===== src/rtl/sram_port_arbiter_pkg.sv =====
// Shared types and default sizing for the fetch/execute SRAM port arbiter.
package sram_port_arbiter_pkg;

    typedef enum logic [1:0] {
        TAG_NONE = 2'd0,
        TAG_INST = 2'd1,
        TAG_DATA = 2'd2
    } arb_tag_t;

    localparam int DEF_ADDR_W     = 32;
    localparam int DEF_DATA_W     = 32;
    localparam int DEF_STARVE_MAX = 4;

endpackage


===== src/rtl/arb_starve_ctr.sv =====
// Saturating count of consecutive data wins while fetch is waiting.
module arb_starve_ctr #(
    parameter int MAX   = 4,
    parameter int CNT_W = $clog2(MAX + 1)
) (
    input  logic             clk,
    input  logic             reset,
    input  logic             inc,
    input  logic             clr,
    output logic [CNT_W-1:0] count,
    output logic             at_max
);

    logic [CNT_W-1:0] count_reg;
    logic [CNT_W-1:0] count_next;

    assign at_max = (count_reg == CNT_W'(MAX));
    assign count  = count_reg;

    // Clear takes precedence: a fetch grant or an idle fetch ends the starvation run.
    always_comb begin
        count_next = count_reg;
        if (clr) begin
            count_next = '0;
        end else if (inc && !at_max) begin
            count_next = count_reg + CNT_W'(1);
        end
    end

    always_ff @(posedge clk) begin
        if (reset) begin
            count_reg <= '0;
        end else begin
            count_reg <= count_next;
        end
    end

endmodule


===== src/rtl/sram_port_arbiter.sv =====
// Shares one synchronous SRAM port between instruction fetch and load/store,
// data first, with a starvation guard so fetch always progresses.
module sram_port_arbiter
    import sram_port_arbiter_pkg::*;
#(
    parameter int ADDR_W     = DEF_ADDR_W,
    parameter int DATA_W     = DEF_DATA_W,
    parameter int STARVE_MAX = DEF_STARVE_MAX
) (
    input  logic                clk,
    input  logic                reset,
    input  logic                inst_req,
    input  logic [ADDR_W-1:0]   inst_addr,
    input  logic                inst_cancel,
    output logic                inst_gnt,
    output logic                inst_rvalid,
    output logic [DATA_W-1:0]   inst_rdata,
    input  logic                data_req,
    input  logic [DATA_W/8-1:0] data_wstrb,
    input  logic [ADDR_W-1:0]   data_addr,
    input  logic [DATA_W-1:0]   data_wdata,
    output logic                data_gnt,
    output logic                data_rvalid,
    output logic [DATA_W-1:0]   data_rdata,
    output logic                mem_en,
    output logic [DATA_W/8-1:0] mem_we,
    output logic [ADDR_W-1:0]   mem_addr,
    output logic [DATA_W-1:0]   mem_wdata,
    input  logic [DATA_W-1:0]   mem_rdata
);

    localparam int CNT_W = $clog2(STARVE_MAX + 1);

    logic             at_max;
    logic [CNT_W-1:0] starve_cnt;
    logic             data_win;
    logic             inst_win;
    arb_tag_t         tag_reg;
    arb_tag_t         tag_next;

    // Data normally wins; a saturated starvation count hands the port to fetch.
    assign data_win = data_req & ~(inst_req & at_max);
    assign inst_win = inst_req & ~data_win;
    assign inst_gnt = inst_win & ~reset;
    assign data_gnt = data_win & ~reset;

    arb_starve_ctr #(
        .MAX   (STARVE_MAX),
        .CNT_W (CNT_W)
    ) u_starve (
        .clk    (clk),
        .reset  (reset),
        .inc    (data_gnt & inst_req),
        .clr    (inst_gnt | ~inst_req),
        .count  (starve_cnt),
        .at_max (at_max)
    );

    always_comb begin
        mem_en    = 1'b0;
        mem_we    = '0;
        mem_addr  = '0;
        mem_wdata = '0;
        if (data_gnt) begin
            mem_en    = 1'b1;
            mem_we    = data_wstrb;
            mem_addr  = data_addr;
            mem_wdata = data_wdata;
        end else if (inst_gnt) begin
            mem_en   = 1'b1;
            mem_addr = inst_addr;
        end
    end

    // Stores complete at grant, so only reads leave a tag for the response cycle.
    always_comb begin
        tag_next = TAG_NONE;
        if (inst_gnt) begin
            tag_next = TAG_INST;
        end else if (data_gnt && (data_wstrb == '0)) begin
            tag_next = TAG_DATA;
        end
    end

    always_ff @(posedge clk) begin
        if (reset) begin
            tag_reg <= TAG_NONE;
        end else begin
            tag_reg <= tag_next;
        end
    end

    assign inst_rvalid = (tag_reg == TAG_INST) & ~inst_cancel & ~reset;
    assign data_rvalid = (tag_reg == TAG_DATA) & ~reset;
    assign inst_rdata  = inst_rvalid ? mem_rdata : '0;
    assign data_rdata  = data_rvalid ? mem_rdata : '0;

    starve_cnt_bounded: assert property (@(posedge clk) disable iff (reset)
        starve_cnt <= CNT_W'(STARVE_MAX));

endmodule


===== config.mk =====
export PLATFORM = sky130hd
export DESIGN_NAME = sram_port_arbiter
export DESIGN_NICKNAME = d
export VERILOG_FILES = /design/src/rtl/sram_port_arbiter_pkg.sv /design/src/rtl/arb_starve_ctr.sv /design/src/rtl/sram_port_arbiter.sv
export SDC_FILE = /design/constraint.sdc
export NUM_CORES = 1
export LEC_CHECK = 0
export CAP_MARGIN = 25
export CORE_AREA = 10 10 97 99
export CTS_CLUSTER_SIZE = 12
export DETAILED_ROUTE_END_ITERATION = 6
export DIE_AREA = 0 0 107 109
export PLACE_DENSITY_LB_ADDON = 0.05
export SYNTH_ARGS = -nofsm -noshare
export SYNTH_HDL_FRONTEND = slang
export SYNTH_HIERARCHICAL = 1
export SYNTH_SLANG_ARGS = --single-unit

===== constraint.sdc =====
create_clock -name clk -period 2.6 [get_ports clk]
set_input_delay 0.26 -clock clk [delete_from_list [all_inputs] [get_ports clk]]
set_output_delay 0.26 -clock clk [all_outputs]
set_load 0.02 [all_outputs]

==> flow_results.org <==
** Detailed routing
- Via count :: 2347
- Iteration-0 DRC count of the detailed router :: 48
- Average wire per standard cell :: 19.4 µm
- Routed wire length :: 10700 µm
- Iteration count of the initial detailed-routing pass :: 3
- After detailed routing, the number of vias per cell comes to 4.27.
- Remaining number of nets flagged by the antenna check after routing :: 0
- DRC violation count after routing :: 0

** Finish
- Diode count :: 0
- The register with the most flip-flops in the layout has 3 of them.
- In the final design database the tool counted 588 nets.
- Share of post-route cells with drive strength above 1 :: 3.79%
- Layout Area Growth over Synthesis :: 226%
- Post-route cell area :: 4270 µm²
- Counting the fill cells in the layout gives 723.
- Excluding fillers, the count of instances in the completed layout stands at 550.

** Floorplanning
- In this run the core area contains 32 standard-cell rows.
- From left edge to right edge, the die measures 107 µm.
- The floorplan step defined a die boundary enclosing 11700 µm².
- The die is 109 µm tall.
- Placeable core area :: 7530 µm²
- Top-Level Pins :: 274
- Initial Utilization :: 17.4%

** Timing
- Setup violations remaining at the end of the flow were counted as 0.
- Final hold analysis gives a worst-case slack of 0.597 ns.
- Across all setup checks in the final design, the least slack found is 0.105 ns.
- For the pin with the worst max-slew slack, the measured transition is 0.565 ns.
- Hold Violations, Final :: 0
- The worst pin sits at a relative slew slack of 61.9%.
- Of the available clock period, the critical path in the final layout requires 95.9%.
- Upper clock frequency limit :: 0.401 GHz
- Number of max-slew violations in the final report :: 0
- Clock period minus worst slack :: 2.49 ns
- Unrepaired setup endpoints after global routing :: no
- Between clock sinks in the finished design, the worst skew comes to 0.000234 ns.

** Worst setup path
- Origin of the worst setup path :: u_starve/count[0]
- Stage delay of the slowest cell on the critical path :: 0.60 ns
- STA classifies the critical path startpoint as a register.
- WP data arrival :: 2.23 ns
- Along the worst path, the maximum fanout reaches 20.
- For the worst flop-to-flop path, the logic depth is 6.
- The endpoint identified for the worst register-to-register timing path is u_starve/count[1].
- For the worst setup path, the data required time is 2.34 ns.
- Worst reg2reg setup slack :: 0.68 ns
- The worst setup path is of the reg -> out kind.
- The critical path goes through inv_1 -> ha_1 -> and2_2 -> a21oi_4 -> buf_6 -> and2_1 -> clkdlybuf4s50_1.
- For this design, the slowest cell found on the critical path is clkdlybuf4s50_1.
- Combined buffer and inverter count along the critical path :: 3
- In this run the critical register-to-register path is launched from u_starve/count[0].
- Capturing element type of the critical path :: output port
- Category of cells accounting for the largest share of critical-path delay :: buffers and inverters

** Hold path
- In this run the most critical hold path is launched from u_starve/count[2].
- Hold crit path type :: reg -> reg
- Hold Crit Endpoint :: u_starve/count[2]
- Along the worst hold path, the cell count comes to 2.

** Yosys
- and2_1 takes more of the synthesized area than any other cell.
- Synthesis inferred 5 register bits.
- Instance count of the mapped netlist :: 181
- Sequential element share of the synthesized area :: 7.65%
- Synth top area share :: 48.8%
- Count of distinct cell types in the synthesized netlist :: 22
- During synthesis, Yosys emitted a total of 6 warnings.
- By area the synthesized netlist is led by and2_1 (49%), a22o_1 (21%), dfxtp_1 (7.6%).
- The mapped netlist covers 1310 µm².
- Mapped Avg Cell Area :: 7.23 µm²
- The number of nets handed over by synthesis was 320.

** Global routing
- The total overflow left after global routing is 0.
- Global-route wire length before repair :: 15100 µm
- The number of global-route vias before repair is 2480.
- Global routing used 16.4% of the available tracks across all layers.
- The number of antenna violations at the first check in global routing was 0.
- Largest net degree at the start of global routing :: 51

** Pwr
- VDD sags by at most 0.0843 mV.
- In this run the power density over the cells is 166 nW/µm².
- Power comes to 0.708 mW.
- Static leakage power :: 2.16 nW

** Clock network
- Clock tree from TritonCTS :: yes
- CTS HTree Levels :: 1
- The tree is rooted in a clkbuf_8.
- CTS clk-pin slew, worst paths :: 0.03 ns
- Counting the buffers created by CTS gives 3.
- The clock passes through at most 2 buffers.
- At the later pin of the worst-skew pair, clock insertion delay measures 0.22 ns.
- CTS Hold Buffers Added :: 0
- Setup Buffers After CTS :: 0
- The clock net in this run drives a total of 5 sinks.

** Status
- The flow ran to the end, and the final reports show no timing, DRC or antenna violations.

** Place
- Counting tap cells, the placed design contains a total of 546 instances.
- Count of buffers from port buffering :: 273
- Post-placement worst setup slack :: 0.0763 ns
- Summed over all nets, the half-perimeter wirelength after detailed placement is 9610 µm.
- The congestion estimate from routability-driven global placement came to 0.785.
- Cell Area, Placed :: 4210 µm²

** Job
- The tool flagged a number of max-cap violations equal to 0.
==> stage by stage <==
stage                 TNS, ns  util (%)
floorplan                   0         -
global placement            0      56.0
detailed placement          0      56.0
CTS                 -0.000781      55.9
global route                0      56.7
finish                      0      56.7
==> cells in the final DEF, fill, tap and decap left out, drive strengths merged, types with 4 or more instances in the layout <==
cell type,count
and2,102
clkdlybuf4s50,206
buf,6
clkbuf,4
dlygate4sd2,43
a22o,32
dfxtp,5
dlymetal6s2s,24
nor3b,7
==> synth_stat cells, drive strengths merged <==
master,count
inv,2
nor2b,1
nor4,2
ha,2
dfxtp,5
nor3b,7
a21oi,2
and4b,1
buf,11
clkbuf,5
a22o,32
nor4b,1
nor2,2
and2,102
o21ai,1
nor3,1
nand2b,1
a21boi,1
mux2,2
==> kinds of logic (layout without fill, tap and decap cells) <==
logic type,count (synthesis),in the layout,share of synthesized area [%]
and+or+nand+nor,118,118,58.8
muxes,2,2,1.72
adders and majority gates,2,2,1.91
buffers and inverters,18,285,6.21
DFF,5,5,7.65
AOI/OAI and AO/OA,36,36,23.7
==> worst max-delay path by stage <==
stage	endpoint	depth (start not counted)
after global placement	mem_addr[28]	6
after detailed placement	mem_addr[28]	6
final	mem_wdata[27]	7
after CTS	mem_wdata[30]	7
after floorplan	mem_addr[22]	7
after global routing	mem_wdata[27]	7
==> metal layers <==
| layer | up-vias | track usage [%] | routed length (µm) |
|---|---|---|---|
| li1 | 1153 | - | - |
| met1 | 1029 | 15.4 | 3570 |
| met2 | 156 | 29.9 | 5430 |
| met3 | 9 | 10.0 | 1540 |
| met4 | 0 | 3.87 | 132 |
| met5 | - | 0 | 0 |
==> what timing repair did <==
action                                  CTS  global route
endpoints found under the hold margin     0             0
endpoints found under the setup margin   38            25
resized for setup                        45            25
==> power by group <==
| group | total, mW | switching (mW) | internal, mW |
|---|---|---|---|
| clock | 0.142 | 0.0367 | 0.105 |
| combinational | 0.487 | 0.188 | 0.299 |
| sequential | 0.0792 | 0.000893 | 0.0783 |
==> worst reg2reg max path: cells and delay by family (launching register included) <==
kind                     cells  cell delay [ns]
AND/OR/NAND/NOR              2             0.56
adder cells (fa/ha/maj)      1             0.23
flip-flops                   1             0.36
AO/OA/AOI/OAI                1             0.25
multiplexers                 1             0.33
buffers and inverters        1             0.06
==> cell type report <==
type	count	area (µm²)	share of cell area, %
Tap cell	102	128	2.99
Timing Repair Buffer	279	2840	66.4
Multi-Input combinational cell	158	1150	27.0
Sequential cell	5	100	2.34
Clock buffer	4	45.0	1.05
Inverter	2	7.51	0.176
Power figures use the tool's default switching activity.
